===== src/rtl/gpu.sv =====
// Rectangle rasterizer feeding a double-buffered 1-bpp framebuffer.
// Draws solid or ROM-sprite rectangles into the back buffer, swaps on vsync, then clears the new back buffer.
//
//   state  | meaning
//   -------+-------------------------------------------------------------
//   CLEAR  | write 0 to every pixel of the back buffer, ascending
//   IDLE   | op_ready high; accept an op, or swap on vsync if dirty
//   DRAW   | walk the latched rectangle row-major, one pixel per ce-cycle
//   SWAP   | one-cycle swap pulse, front_buf already toggled
module gpu #(
  parameter int SCREEN_W  = 640,
  parameter int SCREEN_H  = 480,
  parameter int FB_ADDR_W = 19
) (
  input  logic                 clk,
  input  logic                 rst,
  input  logic                 ce,
  input  logic                 vsync,
  input  logic [59:0]          op,
  input  logic                 op_valid,
  output logic                 op_ready,
  output logic                 swap,
  output logic                 front_buf,
  output logic                 fb_wr_en,
  output logic                 fb_wr_buf,
  output logic [FB_ADDR_W-1:0] fb_wr_addr,
  output logic                 fb_wr_data,
  output logic [10:0]          rom_addr,
  input  logic                 rom_data
);

  localparam logic [1:0] S_CLEAR = 2'd0;
  localparam logic [1:0] S_IDLE  = 2'd1;
  localparam logic [1:0] S_DRAW  = 2'd2;
  localparam logic [1:0] S_SWAP  = 2'd3;

  localparam int                   NPIX      = SCREEN_W * SCREEN_H;
  localparam logic [FB_ADDR_W-1:0] LAST_ADDR = FB_ADDR_W'(NPIX - 1);
  localparam logic [11:0]          W12       = 12'(SCREEN_W);
  localparam logic [11:0]          H12       = 12'(SCREEN_H);
  localparam logic [FB_ADDR_W-1:0] W_ADDR    = FB_ADDR_W'(SCREEN_W);

  typedef struct packed {
    logic [10:0] x;
    logic [10:0] y;
    logic [10:0] width;
    logic [10:0] height;
    logic        color;
    logic        mem_en;
    logic [10:0] mem_addr;
    logic [2:0]  scale;
  } gpu_op_t;

  logic [1:0]           state, next_state;
  logic [FB_ADDR_W-1:0] clr_addr;
  logic                 dirty;
  gpu_op_t              cur;
  logic [10:0]          dx, dy;
  logic                 wr_mem, wr_color;

  logic                 accept, go_swap;
  logic                 clr_last, zero_size, last_col, last_row, draw_done;
  logic [11:0]          px, py;
  logic                 visible;
  logic [FB_ADDR_W-1:0] pix_addr;
  logic [10:0]          dxs, dys, ws, rom_calc;

  assign accept  = (state == S_IDLE) && op_valid && op_ready;
  assign go_swap = (state == S_IDLE) && !accept && vsync && dirty;

  assign clr_last  = (clr_addr == LAST_ADDR);
  assign zero_size = (cur.width == 11'd0) || (cur.height == 11'd0);
  assign last_col  = (dx == cur.width - 11'd1);
  assign last_row  = (dy == cur.height - 11'd1);
  assign draw_done = zero_size || (last_col && last_row);

  // 12-bit sums so coordinates past the screen edge clip instead of wrapping.
  assign px      = {1'b0, cur.x} + {1'b0, dx};
  assign py      = {1'b0, cur.y} + {1'b0, dy};
  assign visible = (px < W12) && (py < H12);
  // Only used for visible pixels, where the result fits the address width.
  assign pix_addr = FB_ADDR_W'(py) * W_ADDR + FB_ADDR_W'(px);

  assign dxs      = dx >> cur.scale;
  assign dys      = dy >> cur.scale;
  assign ws       = cur.width >> cur.scale;
  assign rom_calc = cur.mem_addr + dys * ws + dxs;

  // Combinational from registered counters, so the synchronous ROM answers in
  // the same cycle the pixel write is presented.
  assign rom_addr   = (state == S_DRAW) ? rom_calc : 11'd0;
  assign fb_wr_buf  = ~front_buf;
  assign fb_wr_data = wr_mem ? rom_data : wr_color;

  always_comb begin
    next_state = state;
    case (state)
      S_CLEAR: if (clr_last) next_state = S_IDLE;
      S_IDLE: begin
        if (accept)       next_state = S_DRAW;
        else if (go_swap) next_state = S_SWAP;
      end
      S_DRAW:  if (draw_done) next_state = S_IDLE;
      S_SWAP:  next_state = S_CLEAR;
      default: next_state = S_CLEAR;
    endcase
  end

  always_ff @(posedge clk) begin
    if (rst) begin
      state      <= S_CLEAR;
      clr_addr   <= '0;
      dirty      <= 1'b0;
      front_buf  <= 1'b1;
      op_ready   <= 1'b0;
      swap       <= 1'b0;
      fb_wr_en   <= 1'b0;
      fb_wr_addr <= '0;
      wr_mem     <= 1'b0;
      wr_color   <= 1'b0;
      cur        <= '0;
      dx         <= '0;
      dy         <= '0;
    end else if (ce) begin
      state    <= next_state;
      op_ready <= (state == S_IDLE) && (next_state == S_IDLE);
      swap     <= go_swap;
      if (go_swap) front_buf <= ~front_buf;
      fb_wr_en <= 1'b0;
      wr_mem   <= 1'b0;
      wr_color <= 1'b0;

      case (state)
        S_CLEAR: begin
          fb_wr_en   <= 1'b1;
          fb_wr_addr <= clr_addr;
          clr_addr   <= clr_last ? '0 : clr_addr + FB_ADDR_W'(1);
          dirty      <= 1'b0;
        end
        S_IDLE: begin
          if (accept) begin
            cur   <= gpu_op_t'(op);
            dx    <= '0;
            dy    <= '0;
            dirty <= 1'b1;
          end
        end
        S_DRAW: begin
          if (!zero_size) begin
            fb_wr_en   <= visible;
            fb_wr_addr <= pix_addr;
            wr_mem     <= cur.mem_en;
            wr_color   <= cur.color;
            if (last_col) begin
              dx <= '0;
              dy <= dy + 11'd1;
            end else begin
              dx <= dx + 11'd1;
            end
          end
        end
        S_SWAP: clr_addr <= '0;
        default: ;
      endcase
    end
  end

endmodule


===== config.mk =====
export PLATFORM = sky130hd
export DESIGN_NAME = gpu
export DESIGN_NICKNAME = d
export VERILOG_FILES = /design/src/rtl/gpu.sv
export SDC_FILE = /design/constraint.sdc
export NUM_CORES = 1
export LEC_CHECK = 0
export ABC_CLOCK_PERIOD_IN_PS = 10200
export CAP_MARGIN = 0
export CORE_AREA = 2 2 133 148
export DETAILED_ROUTE_END_ITERATION = 7
export DIE_AREA = 0 0 135 150
export PLACE_DENSITY = 0.86
export SYNTH_ARGS = -nofsm -noshare
export SYNTH_HDL_FRONTEND = slang
export SYNTH_SLANG_ARGS = --single-unit

===== constraint.sdc =====
create_clock -name clk -period 10.2 [get_ports clk]
set_input_delay 2.04 -clock clk [delete_from_list [all_inputs] [get_ports clk]]
set_output_delay 2.04 -clock clk [all_outputs]
set_load 0.05 [all_outputs]

==> results of run 1 <==
-- per-stage QoR --
stage               setup WS (ns)  utilization  power (µW)  cell area, µm²  hold WS [ns]
floorplan                    1.27            -         583           11200         0.429
global placement             1.00        0.651         630           12300         0.444
detailed placement          0.869        0.651         632           12300         0.456
CTS                         0.421        0.680        1200           12800         0.465
global route                0.243        0.681        1230           12800         0.479
finish                      0.618        0.681        1200           12800         0.463
-- state kept, by name (all words and copies together) (netlist names) --
register    count
dy             11
op_ready        1
front_buf       1
fb_wr_addr     19
wr_color        1
cur            60
clr_addr       19
swap            1
fb_wr_en        1
state           2
wr_mem          1
dx             11
dirty           1
-- critical path, delay by kind of cell (launching register included) --
family	cells	cell delay [ns]
adder cells (fa/ha/maj)	6	2.80
buffers and inverters	7	1.53
AO/OA/AOI/OAI	5	1.15
flip-flops	1	0.72
multiplexers	1	0.37
XOR/XNOR	1	0.33
AND/OR/NAND/NOR	2	0.21
-- final cells by class --
cell class / count / area, µm²
Clock buffer: 17 / 425
Clock inverter: 15 / 126
Fill cell: 1496 / 6020
Inverter: 130 / 488
Multi-Input combinational cell: 1069 / 7800
Sequential cell: 129 / 2590
Tap cell: 247 / 309
Timing Repair Buffer: 111 / 1080
-- report_power, final --
part / internal, µW / total [µW] / switching [µW]
clock: 318 / 575 / 257
sequential: 511 / 517 / 6.07
combinational: 43.9 / 105 / 61.0
total: 873 / 1200 / 324
-- kinds of logic (layout without fill, tap and decap cells) --
logic type / Yosys count / count (layout)
mux: 52 / 52
simple gates: 515 / 515
xor+xnor: 118 / 118
flops: 129 / 129
buf+inv: 202 / 273
compound gates: 253 / 253
fa+ha+maj: 131 / 131
-- per-layer routing --
metal  up-vias  global-route usage  share of wire
li1       4851                   -              -
met1      4750               0.369           0.42
met2       408               0.506           0.48
met3        64              0.0413          0.070
met4         0               0.119          0.029
met5         -                   0              0
-- worst paths after layout --
check | to | slack, ns | cells past startpoint
worst min register to register | cur[42] | 0.46 | 2
worst max-delay path | rom_addr[10] | 0.62 | 22
worst min-delay path | cur[42] | 0.46 | 2
worst max register to register | fb_wr_addr[18] | 4.80 | 17
-- cells in the final DEF (no fill, tap or decap), drive strengths merged, types with 25 or more instances in the layout --
master and count:
a21oi 121, clkdlybuf4s50 100, dfxtp 129, fa 52, ha 79, inv 137
mux2i 25, nand2 215, nand3 29, nor2 126, o21ai 32, xnor2 75
xor2 39
-- timing repair --
action / in CTS / in global routing
setup buffers: 0 / 0
setup endpoints to repair: 0 / 1
hold buffers: 0 / 0
gates resized for setup: 0 / 1
hold endpoints to repair: 0 / 0
==> impl_metrics.csv, run 1 <==
group,metric,value,unit
outcome,outcome,"complete, no violations",
floorplan,die_h,150,µm
floorplan,chipWidth,135,µm
floorplan,fp-row-count,53,
yosys,async_reset_ff_frac,0,
clock_tree,insertion_delay,0.43,ns
global_routing,grt_start_max_net_pins,47,
clock_tree,ctsLongestPathBuffers,2,
timing,tightestPinTransition,1.07,ns
yosys,syn-cell-area,11200,µm²
yosys,syn-mean-instance-area,7.97,µm²
final_layout,stdcell_count,1718,
yosys,post-synth-top-area-cell,"sky130_fd_sc_hd__dfxtp_1",
yosys,yosys_warnings,0,
detailed_routing,residual_antenna_violating_net_count_after_detailed_routing,0,
floorplan,pin_count,102,
yosys,synth_common_cells,"sky130_fd_sc_hd__nand2_1 (215), sky130_fd_sc_hd__dfxtp_1 (129), sky130_fd_sc_hd__inv_1 (129)",
global_routing,grt_first_pass_wirelength,47400,µm
timing,report.final.slew_viol_count,0,
critical_path,timing.critical_path.to_type,"primary output",
critical_path,critPathLaunchType,"flip-flop",
clock_tree,clkSlewWorstSetupHoldPaths,0.06,ns
critical_path,worst_ep_required_time,8.16,ns
run,timing.max_cap.violations,0,
timing,timing.final.hold_violations,0,
yosys,synth.most_common_cell,"sky130_fd_sc_hd__nand2_1",
clock_tree,clock_tree.htree_level_count,4,
timing,relSlewSlack,0.279,
clock_tree,clock-sinks,129,
timing,maxClockFrequency,0.104,GHz
yosys,synth_compound_area_frac,0.139,
placed_design,cell_count_after_placement,1686,
final_layout,post_route_cells_drive_above_1_share,0.0571,
pwr,p_leak,0.00520,µW
pwr,max_ir_drop_vdd,0.141,mV
placed_design,gp_routability_congestion,0.961,
detailed_routing,detail_route.drc_violations,0,
clock_tree,cts_root_buffer,"sky130_fd_sc_hd__clkbuf_16",
yosys,synth_ff_type,"sky130_fd_sc_hd__dfxtp_1",
yosys,yosysTopAreaCellShare,0.232,
final_layout,num_antenna_cells,0,
pwr,p_per_area,93.4,nW/µm²
detailed_routing,routed_length_per_instance,17.2,µm
yosys,syn-instance-count,1400,
global_routing,grt_use_total,0.293,
yosys,mappedNetlistNets,1597,
detailed_routing,vias_per_cell,5.86,
critical_path,crit-reg2reg-launch,"dy[1]",
floorplan,initial_core_util,0.592,
critical_path,critPathArrivalTime,7.54,ns
timing,fin_crit,9.58,ns
yosys,synthXorXnorAreaFrac,0.0977,
timing,setup_viol,0,
yosys,synth_simple_gate_area_share,0.213,
yosys,synth_cell_type_count,73,
yosys,synth_sequential_area_ratio,0.232,
floorplan,die_area,20300,µm²
detailed_routing,totalWireLength,29500,µm
final_layout,final_net_count,1655,
critical_path,worst_path_cell_trace,"buf_4, mux4_2, a22oi_1, nor2_1, fa_1, inv_1, fa_1, inv_1, fa_1, inv_1, fa_1, fa_1, inv_1, ha_1, inv_1, o21bai_1, a21oi_1, o21bai_1, a21oi_1, xnor3_1, nor2_1, clkdlybuf4s50_1",
clock_tree,tritoncts.num_buffers,17,
yosys,yosys.area_share.adder,0.182,
detailed_routing,via_count,10100,
min_path,hold_start,"cur[42]",
floorplan,placeableCoreArea,18800,µm²
timing,final.period_utilization,0.939,
detailed_routing,detailedRoute.firstIterationViolations,781,
yosys,netlist_top_cells_area,"sky130_fd_sc_hd__dfxtp_1 (23%), sky130_fd_sc_hd__fa_1 (9.3%), sky130_fd_sc_hd__ha_1 (8.9%), sky130_fd_sc_hd__nand2_1 (7.2%), sky130_fd_sc_hd__xnor2_1 (5.9%)",
critical_path,crit_slowest_cell,"sky130_fd_sc_hd__clkdlybuf4s50_1",
critical_path,worst-path-max-fanout,21,
detailed_routing,drt-pass1-iter-count,6,
timing,grt_setup_unrepaired,"false",
critical_path,crit_path_max_incr_delay,0.82,ns
global_routing,antenna_found_initial,1,
timing,tns,0,ns
placed_design,place_hpwl,22000,µm
final_layout,signed_area_change_from_the_synthesized_netlist_to_the_final_layout,14.9,%
global_routing,first_global_vias,9800,
placed_design,place.port_buffers,101,
critical_path,critical_path.startpoint,"cur[1]",
yosys,synth_top_family_by_area,"simple AND/OR/NAND/NOR gates",
timing,finClkSkew,0.0105,ns
yosys,yosys-mux-area-fraction,0.0669,
yosys,synth-edff-count,0,
clock_tree,tritoncts_clock_tree,"done",
critical_path,timing.setup.critical_path_class,"reg2out",
global_routing,grt-ovfl-total,0,
min_path,min_path_type,"reg2reg",
yosys,synth.ff_latch_count,129,
(Power assumes the default switching activity.)
==> run 2, diff against run 1 <==
--- a/config.mk
+++ b/config.mk
@@ -6,7 +6,6 @@
 export NUM_CORES = 1
 export LEC_CHECK = 0
 export ABC_CLOCK_PERIOD_IN_PS = 10200
-export CAP_MARGIN = 0
 export CORE_AREA = 2 2 133 148
 export DETAILED_ROUTE_END_ITERATION = 7
 export DIE_AREA = 0 0 135 150
==> results of run 2 <==
No change in the layout: final DEF, timing and power equal those of run 1.
